## src/rtl/sync_fifo_ctrl_if.sv

```systemverilog
// Producer/consumer bundle for sync_fifo_ctrl: push/pop requests, pop data and
// the status/error flags. The master side drives requests and the FIFO is the slave.
interface sync_fifo_ctrl_if #(
    parameter int DATA_WIDTH = 8,
    parameter int ADDR_WIDTH = 7
);
    logic                  wr_en;
    logic [DATA_WIDTH-1:0] din;
    logic                  rd_en;
    logic [DATA_WIDTH-1:0] dout;
    logic                  rd_valid;
    logic                  full;
    logic                  empty;
    logic                  almost_full;
    logic                  almost_empty;
    logic [ADDR_WIDTH:0]   count;
    logic                  overflow;
    logic                  underflow;

    modport master (
        output wr_en, din, rd_en,
        input  dout, rd_valid, full, empty, almost_full, almost_empty,
               count, overflow, underflow
    );

    modport slave (
        input  wr_en, din, rd_en,
        output dout, rd_valid, full, empty, almost_full, almost_empty,
               count, overflow, underflow
    );
endinterface

```

## src/rtl/sync_fifo_ctrl.sv

```systemverilog
// Single-clock FIFO front end: pointer/occupancy management, registered status
// flags and error pulses around a synchronous simple dual-port RAM.
module simple_dual_port_ram_sync #(
    parameter int DATA_WIDTH = 8,
    parameter int ADDR_WIDTH = 7
) (
    input  logic                  clka,
    input  logic                  wena,
    input  logic [ADDR_WIDTH-1:0] waddra,
    input  logic [DATA_WIDTH-1:0] dina,
    input  logic                  clkb,
    input  logic                  rst_n,
    input  logic                  renb,
    input  logic [ADDR_WIDTH-1:0] raddrb,
    output logic [DATA_WIDTH-1:0] doutb
);
    logic [DATA_WIDTH-1:0] mem_q [2**ADDR_WIDTH];

    // Write port; the array is deliberately left unreset.
    always_ff @(posedge clka) begin
        if (wena) begin
            mem_q[waddra] <= dina;
        end
    end

    // Registered read port; holds the last word while renb is low.
    always_ff @(posedge clkb or negedge rst_n) begin
        if (!rst_n) begin
            doutb <= {DATA_WIDTH{1'b0}};
        end else if (renb) begin
            doutb <= mem_q[raddrb];
        end
    end
endmodule

module sync_fifo_ctrl #(
    parameter int DATA_WIDTH = 8,
    parameter int ADDR_WIDTH = 7,
    parameter int AF_LEVEL   = 2**ADDR_WIDTH - 4,
    parameter int AE_LEVEL   = 4
) (
    input  logic             clk,
    input  logic             rst_n,
    sync_fifo_ctrl_if.slave  bus
);
    localparam logic [ADDR_WIDTH:0] ONE    = {{ADDR_WIDTH{1'b0}}, 1'b1};
    localparam logic [ADDR_WIDTH:0] AF_LVL = (ADDR_WIDTH+1)'(AF_LEVEL);
    localparam logic [ADDR_WIDTH:0] AE_LVL = (ADDR_WIDTH+1)'(AE_LEVEL);

    logic [ADDR_WIDTH:0] wptr_q, wptr_d;
    logic [ADDR_WIDTH:0] rptr_q, rptr_d;
    logic [ADDR_WIDTH:0] count_q, count_d;
    logic                full_q, full_d;
    logic                empty_q, empty_d;
    logic                af_q, af_d;
    logic                ae_q, ae_d;
    logic                rd_valid_q;
    logic                overflow_q;
    logic                underflow_q;
    logic                wr_acc_s;
    logic                rd_acc_s;

    // Acceptance looks only at registered flags, so no request reaches a flag combinationally.
    always_comb begin
        wr_acc_s = bus.wr_en & ~full_q;
        rd_acc_s = bus.rd_en & ~empty_q;
        if (wr_acc_s) begin
            wptr_d = wptr_q + ONE;
        end else begin
            wptr_d = wptr_q;
        end
        if (rd_acc_s) begin
            rptr_d = rptr_q + ONE;
        end else begin
            rptr_d = rptr_q;
        end
        count_d = wptr_d - rptr_d;
        full_d  = (wptr_d[ADDR_WIDTH-1:0] == rptr_d[ADDR_WIDTH-1:0]) &&
                  (wptr_d[ADDR_WIDTH] != rptr_d[ADDR_WIDTH]);
        empty_d = (wptr_d == rptr_d);
        af_d    = (count_d >= AF_LVL);
        ae_d    = (count_d <= AE_LVL);
    end

    // Pointer, occupancy, flag and pulse registers.
    always_ff @(posedge clk or negedge rst_n) begin
        if (!rst_n) begin
            wptr_q      <= {(ADDR_WIDTH+1){1'b0}};
            rptr_q      <= {(ADDR_WIDTH+1){1'b0}};
            count_q     <= {(ADDR_WIDTH+1){1'b0}};
            full_q      <= 1'b0;
            empty_q     <= 1'b1;
            af_q        <= 1'b0;
            ae_q        <= 1'b1;
            rd_valid_q  <= 1'b0;
            overflow_q  <= 1'b0;
            underflow_q <= 1'b0;
        end else begin
            wptr_q      <= wptr_d;
            rptr_q      <= rptr_d;
            count_q     <= count_d;
            full_q      <= full_d;
            empty_q     <= empty_d;
            af_q        <= af_d;
            ae_q        <= ae_d;
            rd_valid_q  <= rd_acc_s;
            overflow_q  <= bus.wr_en & full_q;
            underflow_q <= bus.rd_en & empty_q;
        end
    end

    simple_dual_port_ram_sync #(
        .DATA_WIDTH (DATA_WIDTH),
        .ADDR_WIDTH (ADDR_WIDTH)
    ) u_ram (
        .clka   (clk),
        .wena   (wr_acc_s),
        .waddra (wptr_q[ADDR_WIDTH-1:0]),
        .dina   (bus.din),
        .clkb   (clk),
        .rst_n  (rst_n),
        .renb   (rd_acc_s),
        .raddrb (rptr_q[ADDR_WIDTH-1:0]),
        .doutb  (bus.dout)
    );

    assign bus.rd_valid     = rd_valid_q;
    assign bus.full         = full_q;
    assign bus.empty        = empty_q;
    assign bus.almost_full  = af_q;
    assign bus.almost_empty = ae_q;
    assign bus.count        = count_q;
    assign bus.overflow     = overflow_q;
    assign bus.underflow    = underflow_q;
endmodule

```

## src/flat_wrapper.sv

```systemverilog
// flat-port wrapper written by rule: the top's interface ports become plain ports
module sync_fifo_ctrl_flat 
#(
    parameter int DATA_WIDTH = 8,
    parameter int ADDR_WIDTH = 7,
    parameter int AF_LEVEL   = 2**ADDR_WIDTH - 4,
    parameter int AE_LEVEL   = 4
)
  (clk, rst_n, bus_wr_en, bus_din, bus_rd_en, bus_dout, bus_rd_valid, bus_full, bus_empty, bus_almost_full, bus_almost_empty, bus_count, bus_overflow, bus_underflow);
  sync_fifo_ctrl_if #(.DATA_WIDTH(DATA_WIDTH), .ADDR_WIDTH(ADDR_WIDTH)) bus_i ();
  input  logic clk;
  input  logic rst_n;
  input wire logic [$bits(bus_i.wr_en)-1:0] bus_wr_en;
  input wire logic [$bits(bus_i.din)-1:0] bus_din;
  input wire logic [$bits(bus_i.rd_en)-1:0] bus_rd_en;
  output wire logic [$bits(bus_i.dout)-1:0] bus_dout;
  output wire logic [$bits(bus_i.rd_valid)-1:0] bus_rd_valid;
  output wire logic [$bits(bus_i.full)-1:0] bus_full;
  output wire logic [$bits(bus_i.empty)-1:0] bus_empty;
  output wire logic [$bits(bus_i.almost_full)-1:0] bus_almost_full;
  output wire logic [$bits(bus_i.almost_empty)-1:0] bus_almost_empty;
  output wire logic [$bits(bus_i.count)-1:0] bus_count;
  output wire logic [$bits(bus_i.overflow)-1:0] bus_overflow;
  output wire logic [$bits(bus_i.underflow)-1:0] bus_underflow;
  assign bus_i.wr_en = bus_wr_en;
  assign bus_i.din = bus_din;
  assign bus_i.rd_en = bus_rd_en;
  assign bus_dout = bus_i.dout;
  assign bus_rd_valid = bus_i.rd_valid;
  assign bus_full = bus_i.full;
  assign bus_empty = bus_i.empty;
  assign bus_almost_full = bus_i.almost_full;
  assign bus_almost_empty = bus_i.almost_empty;
  assign bus_count = bus_i.count;
  assign bus_overflow = bus_i.overflow;
  assign bus_underflow = bus_i.underflow;
  sync_fifo_ctrl #(.DATA_WIDTH(DATA_WIDTH), .ADDR_WIDTH(ADDR_WIDTH), .AF_LEVEL(AF_LEVEL), .AE_LEVEL(AE_LEVEL)) u_core (.clk(clk), .rst_n(rst_n), .bus(bus_i));
endmodule
```

## config.mk

```make
export PLATFORM = sky130hd
export DESIGN_NAME = sync_fifo_ctrl_flat
export DESIGN_NICKNAME = d
export VERILOG_FILES = /design/src/rtl/sync_fifo_ctrl_if.sv /design/src/rtl/sync_fifo_ctrl.sv /design/src/flat_wrapper.sv
export SDC_FILE = /design/constraint.sdc
export NUM_CORES = 1
export LEC_CHECK = 0
export ABC_AREA = 0
export BUFFER_PORTS_ARGS = -buffer_cell sky130_fd_sc_hd__buf_2
export CAP_MARGIN = 5
export CORE_UTILIZATION = 60
export CTS_CLUSTER_SIZE = 30
export DETAILED_ROUTE_END_ITERATION = 10
export PLACE_DENSITY_LB_ADDON = 0.12
export RECOVER_POWER = 100
export SYNTH_ARGS = -nofsm -noshare
export SYNTH_HDL_FRONTEND = slang
export SYNTH_SLANG_ARGS = --single-unit
```

## constraint.sdc

```tcl
create_clock -name clk -period 9.4 [get_ports clk]
set_input_delay 1.88 -clock clk [delete_from_list [all_inputs] [get_ports clk]]
set_output_delay 1.88 -clock clk [all_outputs]
set_load 0.05 [all_outputs]
```

==> results of run 1 <==
[layer usage]
metal,routed length [um],global-route usage (%),vias to the layer above
met4,1650,6.11,0
met2,43500,41.1,853
met3,7420,4.38,88
met5,0,0,-
li1,-,-,7921
met1,38700,42.3,10554
[area by class of cell]
cell class | instances | area (um2)
well taps | 873 | 1090
clock inverters | 66 | 686
clock buffers | 122 | 2710
fillers | 4191 | 22000
multi-input cells | 667 | 9110
flip-flops and latches | 1063 | 31700
inverters | 19 | 71.3
repair buffers | 62 | 295
[placed cells by master, fill, tap and decap left out, drive strengths merged, types with 17 or more instances in the layout]
cell type / Yosys / layout
nor2: 137 / 137
inv: 19 / 23
o22ai: 32 / 32
mux4: 320 / 320
o21ai: 17 / 17
clkbuf: 32 / 174
nand2: 34 / 34
edfxtp: 1024 / 1024
clkinv: 0 / 47
dfrtp: 37 / 37
[logic make-up (layout without fill, tap and decap cells)]
| logic type | count (synthesis) | after routing | share of synthesized area [%] |
|---|---|---|---|
| buffers and inverters | 115 | 269 | 1.34 |
| muxes | 321 | 321 | 17.4 |
| DFF | 1063 | 1063 | 76.6 |
| xor gates and xnor gates | 14 | 14 | 0.329 |
| adders and majority gates | 10 | 10 | 0.305 |
| and+or+nand+nor | 249 | 249 | 2.81 |
| AOI/OAI and AO/OA | 73 | 73 | 1.20 |
[sequential cells by signal (all words and copies together) (netlist names), 7 cells and up, named ones only]
signal / flops
u_core.u_ram.mem_q: 1024
u_core.bus.count: 8
u_core.rptr_q: 8
u_core.u_ram.doutb: 8
u_core.wptr_q: 7
[power by group]
group	switching, mW	total (mW)	leakage (nW)	internal (mW)
Sequential	0.278	5.63	9.68	5.35
Clock	1.75	4.15	1.66	2.39
Combinational	1.98	3.65	2.78	1.67
Total	4.01	13.4	14.1	9.42
[worst paths after layout]
kind                                        endpoint
setup / recovery           u_core.u_ram.mem_q[58][5]
setup reg to reg              u_core.bus.almost_full
hold / removal                      u_core.rptr_q[7]
min in group asynchronous        u_core.bus.count[0]
max in group asynchronous           u_core.rptr_q[0]
hold reg to reg                     u_core.rptr_q[7]
==> flow_summary.ini, run 1 <==
[run_status]
violations = max-capacitance violations, max-slew violations
status = finished, violations left

[drt]
avgRoutedWirePerCell_um = 31.8
drcViolationCount = 0
vias_per_cell = 6.76
ant_nets = 0
via_count = 19416
routed_wl_um = 91400
drtPass1Iterations = 5
drt_iter0_drc = 2446

[placement]
gp_congestion = 0.876
numPortBuffers = 34
dp_slack_ns = 4.65
place_hpwl_um = 54000
dp_cells = 2684
dpl_cell_area_um2 = 42500

[worst_setup_path]
crit_type = in2reg
crit_buf_inv = 2
cp.arrival_ns = 6.46
startpoint = bus_din[5]
cpMostUsedCell = clkbuf_1
rrSetupSlack_ns = 3.03
cp-end-kind = register
rr_startpoint = u_core.rptr_q[1]
critPathMaxFanout = 92
startpoint_type = primary input
cpLargestDelayFamily = buffers and inverters
crit_cells = 2
cpMaxStageDelayCell = clkbuf_1
rr_worst_depth = 11
crit_chain = clkbuf_1, clkbuf_1
required_ns = 9.20
cp_slowest_stage_delay_ns = 3.21

[logic_synthesis]
synth_edf_count = 1024
synth_area_um2 = 41400
async_reset_ff_share_pct = 3.67
syn_area_per_cell_um2 = 22.5
synth_top_flop_cell = edfxtp_1
ys_types = 53
yosysWarningCount = 0
netlist_top_cells_area = edfxtp_1 74%, mux4_2 17%, dfrtp_1 2.2%
syn_nets = 1864
post-synth-top-count-cell = edfxtp_1
syn_inst = 1845
synth_largest_area_cell = edfxtp_1
ys_seq_elements = 1063
synthTopCellsByCount = 1,024 x edfxtp_1, 320 x mux4_2, 137 x nor2_1
ys_seq_area_share_pct = 76.6
synth_top_area_share_pct = 74.2

[flow_run]
max_cap_violations = 22

[power]
ir_drop_uv = 345
p_leak_nw = 14.1
powerDensity_nw_per_um2 = 294
power_mw = 13.4

[layout]
fin_area_um2 = 45700
num_antenna_cells = 0
drive_gt1_share_pct = 24.7
instances_no_fill = 2872
syn2layout_area_growth_pct = 10.3
fin_util_pct = 67.5
nNetsFinal = 1936

[floorplanning]
fp.dieW_um = 265
core_um2 = 67800
die_area_um2 = 70100
die_y_um = 265
rows = 95
ios = 35
initial_utilization_pct = 61.1

[timing]
fin_worst_skew_ns = 0.0286
hold_violations = 0
rsz0062_at_grt = no
whs_ns = 0.524
layout_min_cycle_time_ns = 6.66
maxSlewHeadroom_pct = -199
tightest_slew_ns = 4.49
post-route-period-util_pct = 70.8
setup_viol_count_final = 0
slew_viol_final = 1131
layout_setup_ws_ns = 2.74
fmax_mhz = 150
fin_setup_tns_ns = 0

[clock_network]
cts_tree = built
post_cts_buffers = 0
clk_pin_slew_worst_paths_ns = 0.06
cts_hold_buf = 0
clockBufferDepth = 3
cts_root_buf = clkbuf_16
ctsHtreeMaxLevel = 3
worstSkewPairLatency_ns = 0.67
cts_resized = 0
clkSinkCount = 1063
cts-buffers-inserted = 104

[global_routing]
grt_pass1_vias = 19778
grt_max_degree = 127
grt_pass1_wl_um = 136000
antenna_found_initial = 1
grt_overflow = 0
grt_use_total_pct = 27.1

[worst_hold_path]
worstHoldStart = u_core.rptr_q[7]
min_path_type = reg2reg
worstHoldPathCells = 2
(Power assumes the default switching activity.)
==> run 2: changes to the inputs <==
Clock period 9.4 ns to 6.3 ns, I/O delays scaled along.
==> run 2 against run 1 <==
Critical path depth unchanged. Hold slack got worse by 0.038 ns. Clock skew decreased by 0.0025 ns. The flow still finishes with violations (max-capacitance violations, max-slew violations). Flip-flop and latch count unchanged. Final cell count increased by 0.14%.
==> flow_summary.ini, run 2 (same netlist as run 1, synthesis figures left out) <==
[global_routing]
grt_use_total_pct = 26.3
antenna_found_initial = 0
grt_overflow = 0
grt_max_degree = 135
grt_pass1_wl_um = 132000
grt_pass1_vias = 19254

[power]
p_int_mw = 13.8
power_frac_comb_pct = 27.7
seqPwrFrac_pct = 42.8
powerDensity_nw_per_um2 = 432
switching_share_pct = 30.0
p_leak_nw = 14.1
p_switching_mw = 5.89
clkPwrFrac_pct = 29.6
ir_drop_uv = 539

[placement]
gp_congestion = 0.902
numPortBuffers = 34
place_hpwl_um = 53800
dpl_cell_area_um2 = 42500

[layout]
nNetsFinal = 1936
drive_gt1_share_pct = 25.1
top_register = u_core.u_ram.mem_q
syn2layout_area_growth_pct = 9.89
layout.cells.most_common = edfxtp_1
mostFrequentLayoutCells = 1,024 x edfxtp_1, 320 x mux4_2, 137 x nor2_1
largest_reg_flops = 1024
fin_area_um2 = 45500

[timing]
fin_setup_tns_ns = 0
rsz0062_at_grt = no
whs_ns = 0.486
setup_viol_count_final = 0
slew_viol_final = 998
fmax_mhz = 208
post-route-period-util_pct = 76.2
fin_worst_skew_ns = 0.0262
tightest_slew_ns = 3.74
hold_violations = 0
maxSlewHeadroom_pct = -150
layout_min_cycle_time_ns = 4.80

[clock_network]
post_cts_buffers = 0
cts_root_buf = clkbuf_16
clk_pin_slew_worst_paths_ns = 0.06
ctsHtreeMaxLevel = 3
cts_tree = built
cts_resized = 0
worstSkewPairLatency_ns = 0.67
clkSinkCount = 1063
cts_hold_buf = 0
clockBufferDepth = 3
cts-buffers-inserted = 103

[floorplanning]
ios = 35
core_um2 = 67800
die_area_um2 = 70100
die_y_um = 265
initial_utilization_pct = 61.1
fp.dieW_um = 265
rows = 95

[flow_run]
max_cap_violations = 19

[worst_setup_path]
crit_buf_inv = 2
cp.arrival_ns = 5.07
required_ns = 6.57
cpMaxStageDelayCell = clkbuf_1
cp_slowest_stage_delay_ns = 2.47
crit_type = in2reg
crit_chain = clkbuf_1, clkbuf_2
cp-end-kind = register
critPathMaxFanout = 72
cpLargestDelayFamily = buffers and inverters
startpoint_type = primary input

[run_status]
violations = max-capacitance violations, max-slew violations
status = finished, violations left

[drt]
drt_iter0_drc = 2411
vias_per_cell = 6.63
wl_met1_um = 37100
drtPass1Iterations = 5
dr.max_layer_used = met4
via_count = 19059
routed_wl_um = 89200
ant_nets = 0
avgRoutedWirePerCell_um = 31.0
drcViolationCount = 0
met3WireLength_um = 8380
route.met2.wl_um = 41900

[worst_hold_path]
min_path_type = reg2reg
-- run 2: cell types whose count changed in the layout (fill, tap and decap cells not counted), moves of 2 or more --
cell       previous run  this run
bufinv_16            12         6
buf_12                2         4
clkbuf_2              0         7
clkinv_2             16        27
clkinv_8              2         0
clkbuf_16           106       103
clkinv_4              4         0
clkinv_1             24        17
clkbuf_8              0         4
clkbuf_1             68        70
-- run 2: worst paths after layout --
check	from	to	slack, ns	cells after the start
min reg2reg	u_core.u_ram.doutb[2]	u_core.u_ram.doutb[2]	0.49	2
min	u_core.u_ram.doutb[2]	u_core.u_ram.doutb[2]	0.49	2
min in group asynchronous	rst_n	u_core.bus.count[7]	1.27	1
max in group asynchronous	rst_n	u_core.rptr_q[1]	3.47	1
max	bus_din[6]	u_core.u_ram.mem_q[43][6]	1.50	2
max reg2reg	u_core.rptr_q[2]	u_core.bus.almost_full	1.91	8
-- run 2: power by group through the flow --
stage | clock network [mW] | logic, mW | registers, mW
final | 5.81 | 5.43 | 8.40
after global routing | 6.14 | 5.74 | 8.44
after CTS | 5.89 | 5.49 | 8.40
after detailed placement | 0 | 5.47 | 8.54
after global placement | 0 | 5.43 | 8.54
after floorplan | 0 | 3.92 | 8.39
-- run 2: final cells by class --
type / instances / area (um2)
Antenna cell: 1 / 2.50
Clock buffer: 132 / 2730
Clock inverter: 58 / 445
Fill cell: 4269 / 22200
Inverter: 19 / 71.3
Multi-Input combinational cell: 667 / 9110
Sequential cell: 1063 / 31700
Tap cell: 873 / 1090
Timing Repair Buffer: 63 / 337
-- run 2: routing by layer --
metal / up-vias / global-route usage, %
met5: - / 0
met4: 0 / 5.91
met3: 134 / 6.78
met2: 908 / 39.7
met1: 10105 / 39.6
li1: 7912 / -
-- run 2: through the flow --
stage	instances	setup slack (ns)	util (%)	power, mW
2_1_floorplan	1845	2.51	-	12.3
3_3_place_gp	2685	2.23	62.8	14.0
3_5_place_dp	2685	2.18	62.8	14.0
4_1_cts	2875	2.53	67.4	19.8
5_1_grt	2875	1.20	67.2	20.3
6_report	2876	1.50	67.2	19.6
-- run 2: worst reg2reg max path, stage by stage (launching register included) --
cell and delay, ns:
dfrtp_1 1.54, buf_4 0.71, xor2_1 0.47, inv_1 0.13, maj3_1 0.40, a221oi_1 0.48, o21a_1 0.18, o21ai_0 0.11
a32o_1 0.26
